## src/rtl/axi_dma_write_mc_ctrl_if.sv

```systemverilog
// AXI4 write-address/data/response channel bundle for the multi-channel write DMA.
interface axi_dma_write_mc_ctrl_if #(
  parameter int unsigned ADDR_W = 32,
  parameter int unsigned DATA_W = 64
);
  logic [ADDR_W-1:0]   m_awaddr;
  logic [7:0]          m_awlen;
  logic [2:0]          m_awsize;
  logic [1:0]          m_awburst;
  logic                m_awvalid;
  logic                m_awready;
  logic [DATA_W-1:0]   m_wdata;
  logic [DATA_W/8-1:0] m_wstrb;
  logic                m_wlast;
  logic                m_wvalid;
  logic                m_wready;
  logic [1:0]          m_bresp;
  logic                m_bvalid;
  logic                m_bready;

  modport master (
    output m_awaddr, m_awlen, m_awsize, m_awburst, m_awvalid,
    output m_wdata, m_wstrb, m_wlast, m_wvalid, m_bready,
    input  m_awready, m_wready, m_bresp, m_bvalid
  );

  modport slave (
    input  m_awaddr, m_awlen, m_awsize, m_awburst, m_awvalid,
    input  m_wdata, m_wstrb, m_wlast, m_wvalid, m_bready,
    output m_awready, m_wready, m_bresp, m_bvalid
  );
endinterface

```

## src/rtl/axi_dma_write_mc_ctrl.sv

```systemverilog
// Multi-channel AXI4 write DMA: round-robin job arbitration, 4 KB-safe INCR bursts,
// one outstanding burst at a time, per-channel completion/error pulses.
module axi_dma_write_mc_ctrl #(
  parameter int unsigned NUM_CH    = 4,
  parameter int unsigned ADDR_W    = 32,
  parameter int unsigned DATA_W    = 64,
  parameter int unsigned LEN_W     = 26,
  parameter int unsigned MAX_BURST = 16
) (
  input  logic                        clk,
  input  logic                        rst_n,
  input  logic [NUM_CH-1:0]           cmd_valid,
  output logic [NUM_CH-1:0]           cmd_ready,
  input  logic [NUM_CH*ADDR_W-1:0]    cmd_addr,
  input  logic [NUM_CH*LEN_W-1:0]     cmd_len,
  output logic [NUM_CH-1:0]           ch_idle,
  output logic [NUM_CH-1:0]           ch_irq,
  output logic [NUM_CH-1:0]           ch_err,
  output logic [$clog2(NUM_CH)-1:0]   src_ch,
  input  logic [DATA_W-1:0]           src_data,
  input  logic                        src_valid,
  output logic                        src_ready,
  axi_dma_write_mc_ctrl_if.master     axi
);
  localparam int unsigned BB     = DATA_W / 8;
  localparam int unsigned BB_LOG = $clog2(BB);
  localparam int unsigned REM_W  = LEN_W - BB_LOG;
  localparam int unsigned CH_W   = $clog2(NUM_CH);
  localparam int unsigned CW     = (REM_W > 13) ? REM_W : 13;

  typedef enum logic [2:0] {S_IDLE, S_ARB, S_AW, S_W, S_B, S_DONE} state_e;

  state_e            state_q, state_d;
  logic [NUM_CH-1:0] busy_q, busy_d, pend_q, pend_d;
  logic [ADDR_W-1:0] addr_pend_q [NUM_CH];
  logic [ADDR_W-1:0] addr_pend_d [NUM_CH];
  logic [LEN_W-1:0]  len_pend_q [NUM_CH];
  logic [LEN_W-1:0]  len_pend_d [NUM_CH];
  logic [CH_W-1:0]   gnt_q, gnt_d, rr_q, rr_d, arb_gnt;
  logic              arb_found;
  logic [ADDR_W-1:0] addr_q, addr_d;
  logic [REM_W-1:0]  rem_q, rem_d;
  logic [8:0]        beats_q, beats_d, cnt_q, cnt_d;
  logic              err_q, err_d;
  logic [NUM_CH-1:0] ch_irq_q, ch_irq_d, ch_err_q, ch_err_d;
  logic              m_awvalid_q, m_awvalid_d, m_bready_q, m_bready_d;

  // Beats in the next burst: limited by what is left, MAX_BURST and the 4 KB page end.
  function automatic logic [8:0] burst_beats(input logic [11:0] off, input logic [REM_W-1:0] rem);
    logic [CW-1:0] to4k;
    logic [CW-1:0] lim;
    to4k = CW'((13'h1000 - {1'b0, off}) >> BB_LOG);
    lim  = CW'(MAX_BURST);
    if (to4k < lim) lim = to4k;
    if (CW'(rem) < lim) lim = CW'(rem);
    return 9'(lim);
  endfunction

  // Round-robin search starting at rr_q (the channel after the last grant).
  always_comb begin
    arb_gnt   = '0;
    arb_found = 1'b0;
    for (int k = 0; k < int'(NUM_CH); k++) begin
      if (!arb_found && pend_q[(int'(rr_q) + k) % int'(NUM_CH)]) begin
        arb_found = 1'b1;
        arb_gnt   = CH_W'((int'(rr_q) + k) % int'(NUM_CH));
      end
    end
  end

  always_comb begin
    state_d     = state_q;
    busy_d      = busy_q;
    pend_d      = pend_q;
    addr_pend_d = addr_pend_q;
    len_pend_d  = len_pend_q;
    gnt_d       = gnt_q;
    rr_d        = rr_q;
    addr_d      = addr_q;
    rem_d       = rem_q;
    beats_d     = beats_q;
    cnt_d       = cnt_q;
    err_d       = err_q;
    ch_irq_d    = '0;
    ch_err_d    = '0;

    for (int i = 0; i < int'(NUM_CH); i++) begin
      if (cmd_valid[i] && !busy_q[i]) begin
        busy_d[i]      = 1'b1;
        pend_d[i]      = 1'b1;
        addr_pend_d[i] = cmd_addr[i*ADDR_W +: ADDR_W];
        len_pend_d[i]  = cmd_len[i*LEN_W +: LEN_W];
      end
    end

    unique case (state_q)
      S_IDLE: if (arb_found) state_d = S_ARB;
      S_ARB: begin
        gnt_d           = arb_gnt;
        pend_d[arb_gnt] = 1'b0;
        rr_d            = (arb_gnt == CH_W'(NUM_CH - 1)) ? '0 : arb_gnt + 1'b1;
        addr_d          = addr_pend_q[arb_gnt];
        rem_d           = REM_W'(len_pend_q[arb_gnt] >> BB_LOG);
        err_d           = 1'b0;
        cnt_d           = '0;
        beats_d         = burst_beats(addr_d[11:0], rem_d);
        state_d         = (rem_d == '0) ? S_DONE : S_AW;
      end
      S_AW: if (axi.m_awready) state_d = S_W;
      S_W: begin
        if (src_valid && axi.m_wready) begin
          if (cnt_q == beats_q - 9'd1) state_d = S_B;
          else                         cnt_d   = cnt_q + 9'd1;
        end
      end
      S_B: begin
        if (axi.m_bvalid) begin
          addr_d  = addr_q + (ADDR_W'(beats_q) << BB_LOG);
          rem_d   = rem_q - REM_W'(beats_q);
          cnt_d   = '0;
          beats_d = burst_beats(addr_d[11:0], rem_d);
          if (axi.m_bresp != 2'b00) begin
            err_d   = 1'b1;
            state_d = S_DONE;
          end else begin
            state_d = (rem_d == '0) ? S_DONE : S_AW;
          end
        end
      end
      S_DONE: begin
        busy_d[gnt_q] = 1'b0;
        state_d       = S_IDLE;
      end
      default: state_d = S_IDLE;
    endcase

    if (state_d == S_DONE) begin
      ch_irq_d[gnt_d] = 1'b1;
      ch_err_d[gnt_d] = err_d;
    end
    m_awvalid_d = (state_d == S_AW);
    m_bready_d  = (state_d == S_B);
  end

  always_ff @(posedge clk) begin
    if (!rst_n) begin
      state_q     <= S_IDLE;
      busy_q      <= '0;
      pend_q      <= '0;
      for (int i = 0; i < int'(NUM_CH); i++) begin
        addr_pend_q[i] <= '0;
        len_pend_q[i]  <= '0;
      end
      gnt_q       <= '0;
      rr_q        <= '0;
      addr_q      <= '0;
      rem_q       <= '0;
      beats_q     <= '0;
      cnt_q       <= '0;
      err_q       <= 1'b0;
      ch_irq_q    <= '0;
      ch_err_q    <= '0;
      m_awvalid_q <= 1'b0;
      m_bready_q  <= 1'b0;
    end else begin
      state_q     <= state_d;
      busy_q      <= busy_d;
      pend_q      <= pend_d;
      addr_pend_q <= addr_pend_d;
      len_pend_q  <= len_pend_d;
      gnt_q       <= gnt_d;
      rr_q        <= rr_d;
      addr_q      <= addr_d;
      rem_q       <= rem_d;
      beats_q     <= beats_d;
      cnt_q       <= cnt_d;
      err_q       <= err_d;
      ch_irq_q    <= ch_irq_d;
      ch_err_q    <= ch_err_d;
      m_awvalid_q <= m_awvalid_d;
      m_bready_q  <= m_bready_d;
    end
  end

  // The W channel is a straight pass-through of the source stream while in W.
  assign cmd_ready     = ~busy_q;
  assign ch_idle       = ~busy_q;
  assign ch_irq        = ch_irq_q;
  assign ch_err        = ch_err_q;
  assign src_ch        = gnt_q;
  assign src_ready     = (state_q == S_W) && axi.m_wready;
  assign axi.m_awaddr  = addr_q;
  assign axi.m_awlen   = 8'(beats_q - 9'd1);
  assign axi.m_awsize  = 3'(BB_LOG);
  assign axi.m_awburst = 2'b01;
  assign axi.m_awvalid = m_awvalid_q;
  assign axi.m_wdata   = src_data;
  assign axi.m_wstrb   = '1;
  assign axi.m_wlast   = (state_q == S_W) && (cnt_q == beats_q - 9'd1);
  assign axi.m_wvalid  = (state_q == S_W) && src_valid;
  assign axi.m_bready  = m_bready_q;
endmodule

```

## src/flat_wrapper.sv

```systemverilog
// flat-port wrapper written by rule: the top's interface ports become plain ports
module axi_dma_write_mc_ctrl_flat 
#(
  parameter int unsigned NUM_CH    = 4,
  parameter int unsigned ADDR_W    = 32,
  parameter int unsigned DATA_W    = 64,
  parameter int unsigned LEN_W     = 26,
  parameter int unsigned MAX_BURST = 16
)
  (clk, rst_n, cmd_valid, cmd_ready, cmd_addr, cmd_len, ch_idle, ch_irq, ch_err, src_ch, src_data, src_valid, src_ready, axi_m_awaddr, axi_m_awlen, axi_m_awsize, axi_m_awburst, axi_m_awvalid, axi_m_wdata, axi_m_wstrb, axi_m_wlast, axi_m_wvalid, axi_m_bready, axi_m_awready, axi_m_wready, axi_m_bresp, axi_m_bvalid);
  axi_dma_write_mc_ctrl_if #(.ADDR_W(ADDR_W), .DATA_W(DATA_W)) axi_i ();
  input  logic clk;
  input  logic rst_n;
  input  logic [NUM_CH-1:0] cmd_valid;
  output logic [NUM_CH-1:0] cmd_ready;
  input  logic [NUM_CH*ADDR_W-1:0] cmd_addr;
  input  logic [NUM_CH*LEN_W-1:0] cmd_len;
  output logic [NUM_CH-1:0] ch_idle;
  output logic [NUM_CH-1:0] ch_irq;
  output logic [NUM_CH-1:0] ch_err;
  output logic [$clog2(NUM_CH)-1:0] src_ch;
  input  logic [DATA_W-1:0] src_data;
  input  logic src_valid;
  output logic src_ready;
  output wire logic [$bits(axi_i.m_awaddr)-1:0] axi_m_awaddr;
  output wire logic [$bits(axi_i.m_awlen)-1:0] axi_m_awlen;
  output wire logic [$bits(axi_i.m_awsize)-1:0] axi_m_awsize;
  output wire logic [$bits(axi_i.m_awburst)-1:0] axi_m_awburst;
  output wire logic [$bits(axi_i.m_awvalid)-1:0] axi_m_awvalid;
  output wire logic [$bits(axi_i.m_wdata)-1:0] axi_m_wdata;
  output wire logic [$bits(axi_i.m_wstrb)-1:0] axi_m_wstrb;
  output wire logic [$bits(axi_i.m_wlast)-1:0] axi_m_wlast;
  output wire logic [$bits(axi_i.m_wvalid)-1:0] axi_m_wvalid;
  output wire logic [$bits(axi_i.m_bready)-1:0] axi_m_bready;
  input wire logic [$bits(axi_i.m_awready)-1:0] axi_m_awready;
  input wire logic [$bits(axi_i.m_wready)-1:0] axi_m_wready;
  input wire logic [$bits(axi_i.m_bresp)-1:0] axi_m_bresp;
  input wire logic [$bits(axi_i.m_bvalid)-1:0] axi_m_bvalid;
  assign axi_m_awaddr = axi_i.m_awaddr;
  assign axi_m_awlen = axi_i.m_awlen;
  assign axi_m_awsize = axi_i.m_awsize;
  assign axi_m_awburst = axi_i.m_awburst;
  assign axi_m_awvalid = axi_i.m_awvalid;
  assign axi_m_wdata = axi_i.m_wdata;
  assign axi_m_wstrb = axi_i.m_wstrb;
  assign axi_m_wlast = axi_i.m_wlast;
  assign axi_m_wvalid = axi_i.m_wvalid;
  assign axi_m_bready = axi_i.m_bready;
  assign axi_i.m_awready = axi_m_awready;
  assign axi_i.m_wready = axi_m_wready;
  assign axi_i.m_bresp = axi_m_bresp;
  assign axi_i.m_bvalid = axi_m_bvalid;
  axi_dma_write_mc_ctrl #(.NUM_CH(NUM_CH), .ADDR_W(ADDR_W), .DATA_W(DATA_W), .LEN_W(LEN_W), .MAX_BURST(MAX_BURST)) u_core (.clk(clk), .rst_n(rst_n), .cmd_valid(cmd_valid), .cmd_ready(cmd_ready), .cmd_addr(cmd_addr), .cmd_len(cmd_len), .ch_idle(ch_idle), .ch_irq(ch_irq), .ch_err(ch_err), .src_ch(src_ch), .src_data(src_data), .src_valid(src_valid), .src_ready(src_ready), .axi(axi_i));
endmodule
```

## config.mk

```make
export PLATFORM = sky130hd
export DESIGN_NAME = axi_dma_write_mc_ctrl_flat
export DESIGN_NICKNAME = d
export VERILOG_FILES = /design/src/rtl/axi_dma_write_mc_ctrl_if.sv /design/src/rtl/axi_dma_write_mc_ctrl.sv /design/src/flat_wrapper.sv
export SDC_FILE = /design/constraint.sdc
export NUM_CORES = 1
export LEC_CHECK = 0
export BUFFER_PORTS_ARGS = -buffer_cell sky130_fd_sc_hd__buf_2
export CAP_MARGIN = 20
export CORE_AREA = 2 2 175 177
export DETAILED_ROUTE_END_ITERATION = 16
export DIE_AREA = 0 0 177 179
export PLACE_DENSITY = 0.94
export SYNTH_ARGS = -nofsm -noshare
export SYNTH_HDL_FRONTEND = slang
export SYNTH_SLANG_ARGS = --single-unit
```

## constraint.sdc

```tcl
create_clock -name clk -period 6.9 [get_ports clk]
set_clock_uncertainty 0.05 [all_clocks]
set_input_delay 1.035 -clock clk [delete_from_list [all_inputs] [get_ports clk]]
set_output_delay 1.035 -clock clk [all_outputs]
set_load 0.005 [all_outputs]
```

==> impl_metrics.toml <==
[global_routing]
grt_util_met3 = 0.07549
grt_remaining_overflow = 0
busiest_layer = "met2"
met2_usage = 0.5321
track_usage = 0.3397
grt_max_degree = 94
grt_first_pass_wirelength_um = 85320
grt_pass1_vias = 16010
met1_usage = 0.4499
antenna_found_initial = 1

[logic_synthesis]
synth_top_area_frac = 0.3756
yosys.area.top_type = "dfxtp_1"
synthTopCellsByArea = "dfxtp_1, nand2_1, a21oi_1, a21boi_0, buf_4"
synth_xor_area_frac = 0.01965
yosysSeqAreaShare = 0.3756
synth_adder_area_share = 0.03105
syn_avg_cell_area_sq_um = 7.635
synth-simple-area-share = 0.2503
ys_seq_elements = 319
synth_compound_area_frac = 0.1987
synth_edf_count = 0
yosysWarnings = 0
synthMuxAreaShare = 0.04710
yosysUniqueCellTypes = 84
ys.flop_type = "dfxtp_1"
syn-cell-area_sq_um = 17000
synth_top_family_by_area = "simple AND/OR/NAND/NOR gates"
synth_cells = 2227
synth-async-reset-ratio = 0

[power]
leakage_nw = 7.960
ir_drop_uv = 213.8
p_per_area_nw_per_um2 = 293.7

[clock_tree]
post_cts_buffers = 0
clk_latency_ns = 0.52
cts_hold_buf = 0
clock_sinks = 319
htree_levels = 2
numCtsBuffers = 35
clk_pin_slew_ns = 0.07
cts-root-buf = "clkbuf_16"
clock_path_buffers = 3
cts_tree = "built"
post_cts_resized = 0

[setup_path]
critPathCaptureType = "flop"
r2r_slack_ns = 1.63
worst_setup_path_start_kind = "flop"
critPathLaunch = "u_core.rr_q[0]"
reg2reg_to = "u_core.beats_q[7]"
cp_data_required_time_ns = 7.26
crit_end = "u_core.beats_q[7]"
crit_fanout = 60
reg2reg_depth = 17
crit_arrival_ns = 5.63
r2r_start = "u_core.rr_q[0]"
criticalPathCategory = "flop to flop"

[floorplanning]
dieArea_sq_um = 31680
die_h_um = 179
io_pins = 448
die_x_um = 177
rows = 64
start_util = 0.5662
coreArea_sq_um = 30030

[layout]
mostFrequentLayoutCell = "nand2_1"
mostFrequentLayoutCells = "nand2_1, dfxtp_1, buf_2"
layout-drive-gt1-share = 0.1839
nNetsFinal = 2728
final_util = 0.6405
synthToLayoutAreaGrowth_pct = 13.13

[outcome]
run_status = "complete, no violations"

[place]
hpwl_um = 37590
port_buffers = 294
gp_congestion = 0.9414

[drt]
vias = 17210
dr.pass1.iters = 6
final_antenna_net_count = 0
drt_wl_total_um = 55510
drc = 0
routed_via_density = 6.146
drtIter0Drc = 2043
drt-wirelength-per-cell_um = 19.82

[sta]
fin_crit_sh = 0.7636
setup_viol = 0
final_max_slew_viol_count = 0
final_hold_viol_count = 0
rsz0062_at_grt = "no"
worst_pin_slew_ns = 0.9768
fmax_mhz = 189.8
fin_crit_ns = 5.269
fin_setup_tns_ns = 0
slew_headroom = 0.3488

[run]
max_cap_viol_count = 0

[hold_path]
hold_class = "flop to flop"
## logic make-up (layout without fill, tap and decap cells)
logic type,after synthesis,in the layout
AOI/OAI and AO/OA,528,528
xor gates and xnor gates,35,35
adders and majority gates,41,41
buffers and inverters,259,417
DFF,319,319
muxes,70,70
other,2,21
and+or+nand+nor,973,973
## report_power, final
group / total [mW] / internal (mW) / switching (mW)
sequential: 2.11 / 1.98 / 0.128
clock: 1.84 / 1.07 / 0.767
combinational: 1.70 / 0.614 / 1.08
total: 5.65 / 3.67 / 1.98
## per-stage QoR
stage	power, mW	hold WS [ns]	cells	worst slack [ns]	cell area [sq um]
6_report	5.649	0.4054	2800	1.631	19230
2_1_floorplan	3.287	0.3829	2245	2.673	17070
3_3_place_gp	3.725	0.3915	2737	1.913	18090
5_1_grt	5.890	0.4181	2799	1.403	19230
3_5_place_dp	3.775	0.3964	2737	1.829	18090
4_1_cts	5.600	0.4044	2798	1.756	19220
## state kept, by name (all words and copies together) (netlist names)
signal                flops
u_core.busy_q             4
u_core.err_q              1
u_core.cnt_q              9
u_core.axi.m_awvalid      1
u_core.rr_q               2
u_core.ch_irq             4
u_core.ch_err             4
u_core.state_q            3
u_core.pend_q             4
u_core.addr_pend_q      128
u_core.rem_q             23
u_core.axi.m_awaddr      32
u_core.len_pend_q        92
u_core.beats_q            9
u_core.axi.m_bready       1
u_core.src_ch             2
## cell type report
cell class / instances / area, sq um
diodes: 1 / 2.502
repair buffers: 314 / 1624
clock inverters: 11 / 107.6
flip-flops and latches: 319 / 6386
clock buffers: 50 / 1022
multi-input cells: 1667 / 9437
well taps: 396 / 495.5
fillers: 2437 / 10790
inverters: 42 / 160.2
## worst max-delay path, cell delays in order, from the launching register on
cell and delay, ns:
dfxtp_1 0.35, and2b_1 0.22, o21ba_2 0.27, nor2_4 0.14
buf_4 0.70, mux2_2 0.51, nor3_2 0.48, o31a_1 0.30
ha_1 0.26, a21o_1 0.18, a21oi_1 0.13, nor2b_1 0.05
o21ai_0 0.15, nand2b_1 0.08, a21oi_1 0.29, nand3_2 0.29
or3_1 0.42, a221oi_2 0.22
## worst min-delay path by stage
stage	startpoint	end	slack [ns]	depth (start not counted)
floorplan	u_core.addr_pend_q[66]	u_core.addr_pend_q[66]	0.38	2
global placement	u_core.addr_pend_q[96]	u_core.addr_pend_q[96]	0.39	2
detailed placement	u_core.len_pend_q[41]	u_core.len_pend_q[41]	0.40	2
CTS	u_core.addr_pend_q[66]	u_core.addr_pend_q[66]	0.40	2
global route	u_core.addr_pend_q[102]	u_core.addr_pend_q[102]	0.42	2
finish	u_core.addr_pend_q[101]	u_core.addr_pend_q[101]	0.41	2
## synth_stat cells (6+ instances only)
cell type	number
nand2_1	636
dfxtp_1	319
a21oi_1	185
a21boi_0	120
clkbuf_1	101
nor2_1	87
nand3_1	84
buf_4	82
o21ai_0	81
mux2i_1	44
inv_1	40
ha_1	39
and3_1	29
buf_1	24
a31oi_1	23
nand4_1	23
nor3_1	23
nor2b_1	22
mux2_2	20
xor2_1	19
a211oi_1	15
xnor2_1	14
o211ai_1	12
o21a_1	12
or3_1	11
a21o_1	9
and2_1	9
nor4_1	9
o211a_1	8
buf_2	7
mux4_2	6
o221a_2	6
## routing by layer
layer | vias to the layer above | wire, um
met4 | 2 | 2420
li1 | 7824 | -
met3 | 199 | 6727
met1 | 7998 | 21790
met2 | 1187 | 24560
met5 | - | 13
(Power assumes the default switching activity.)
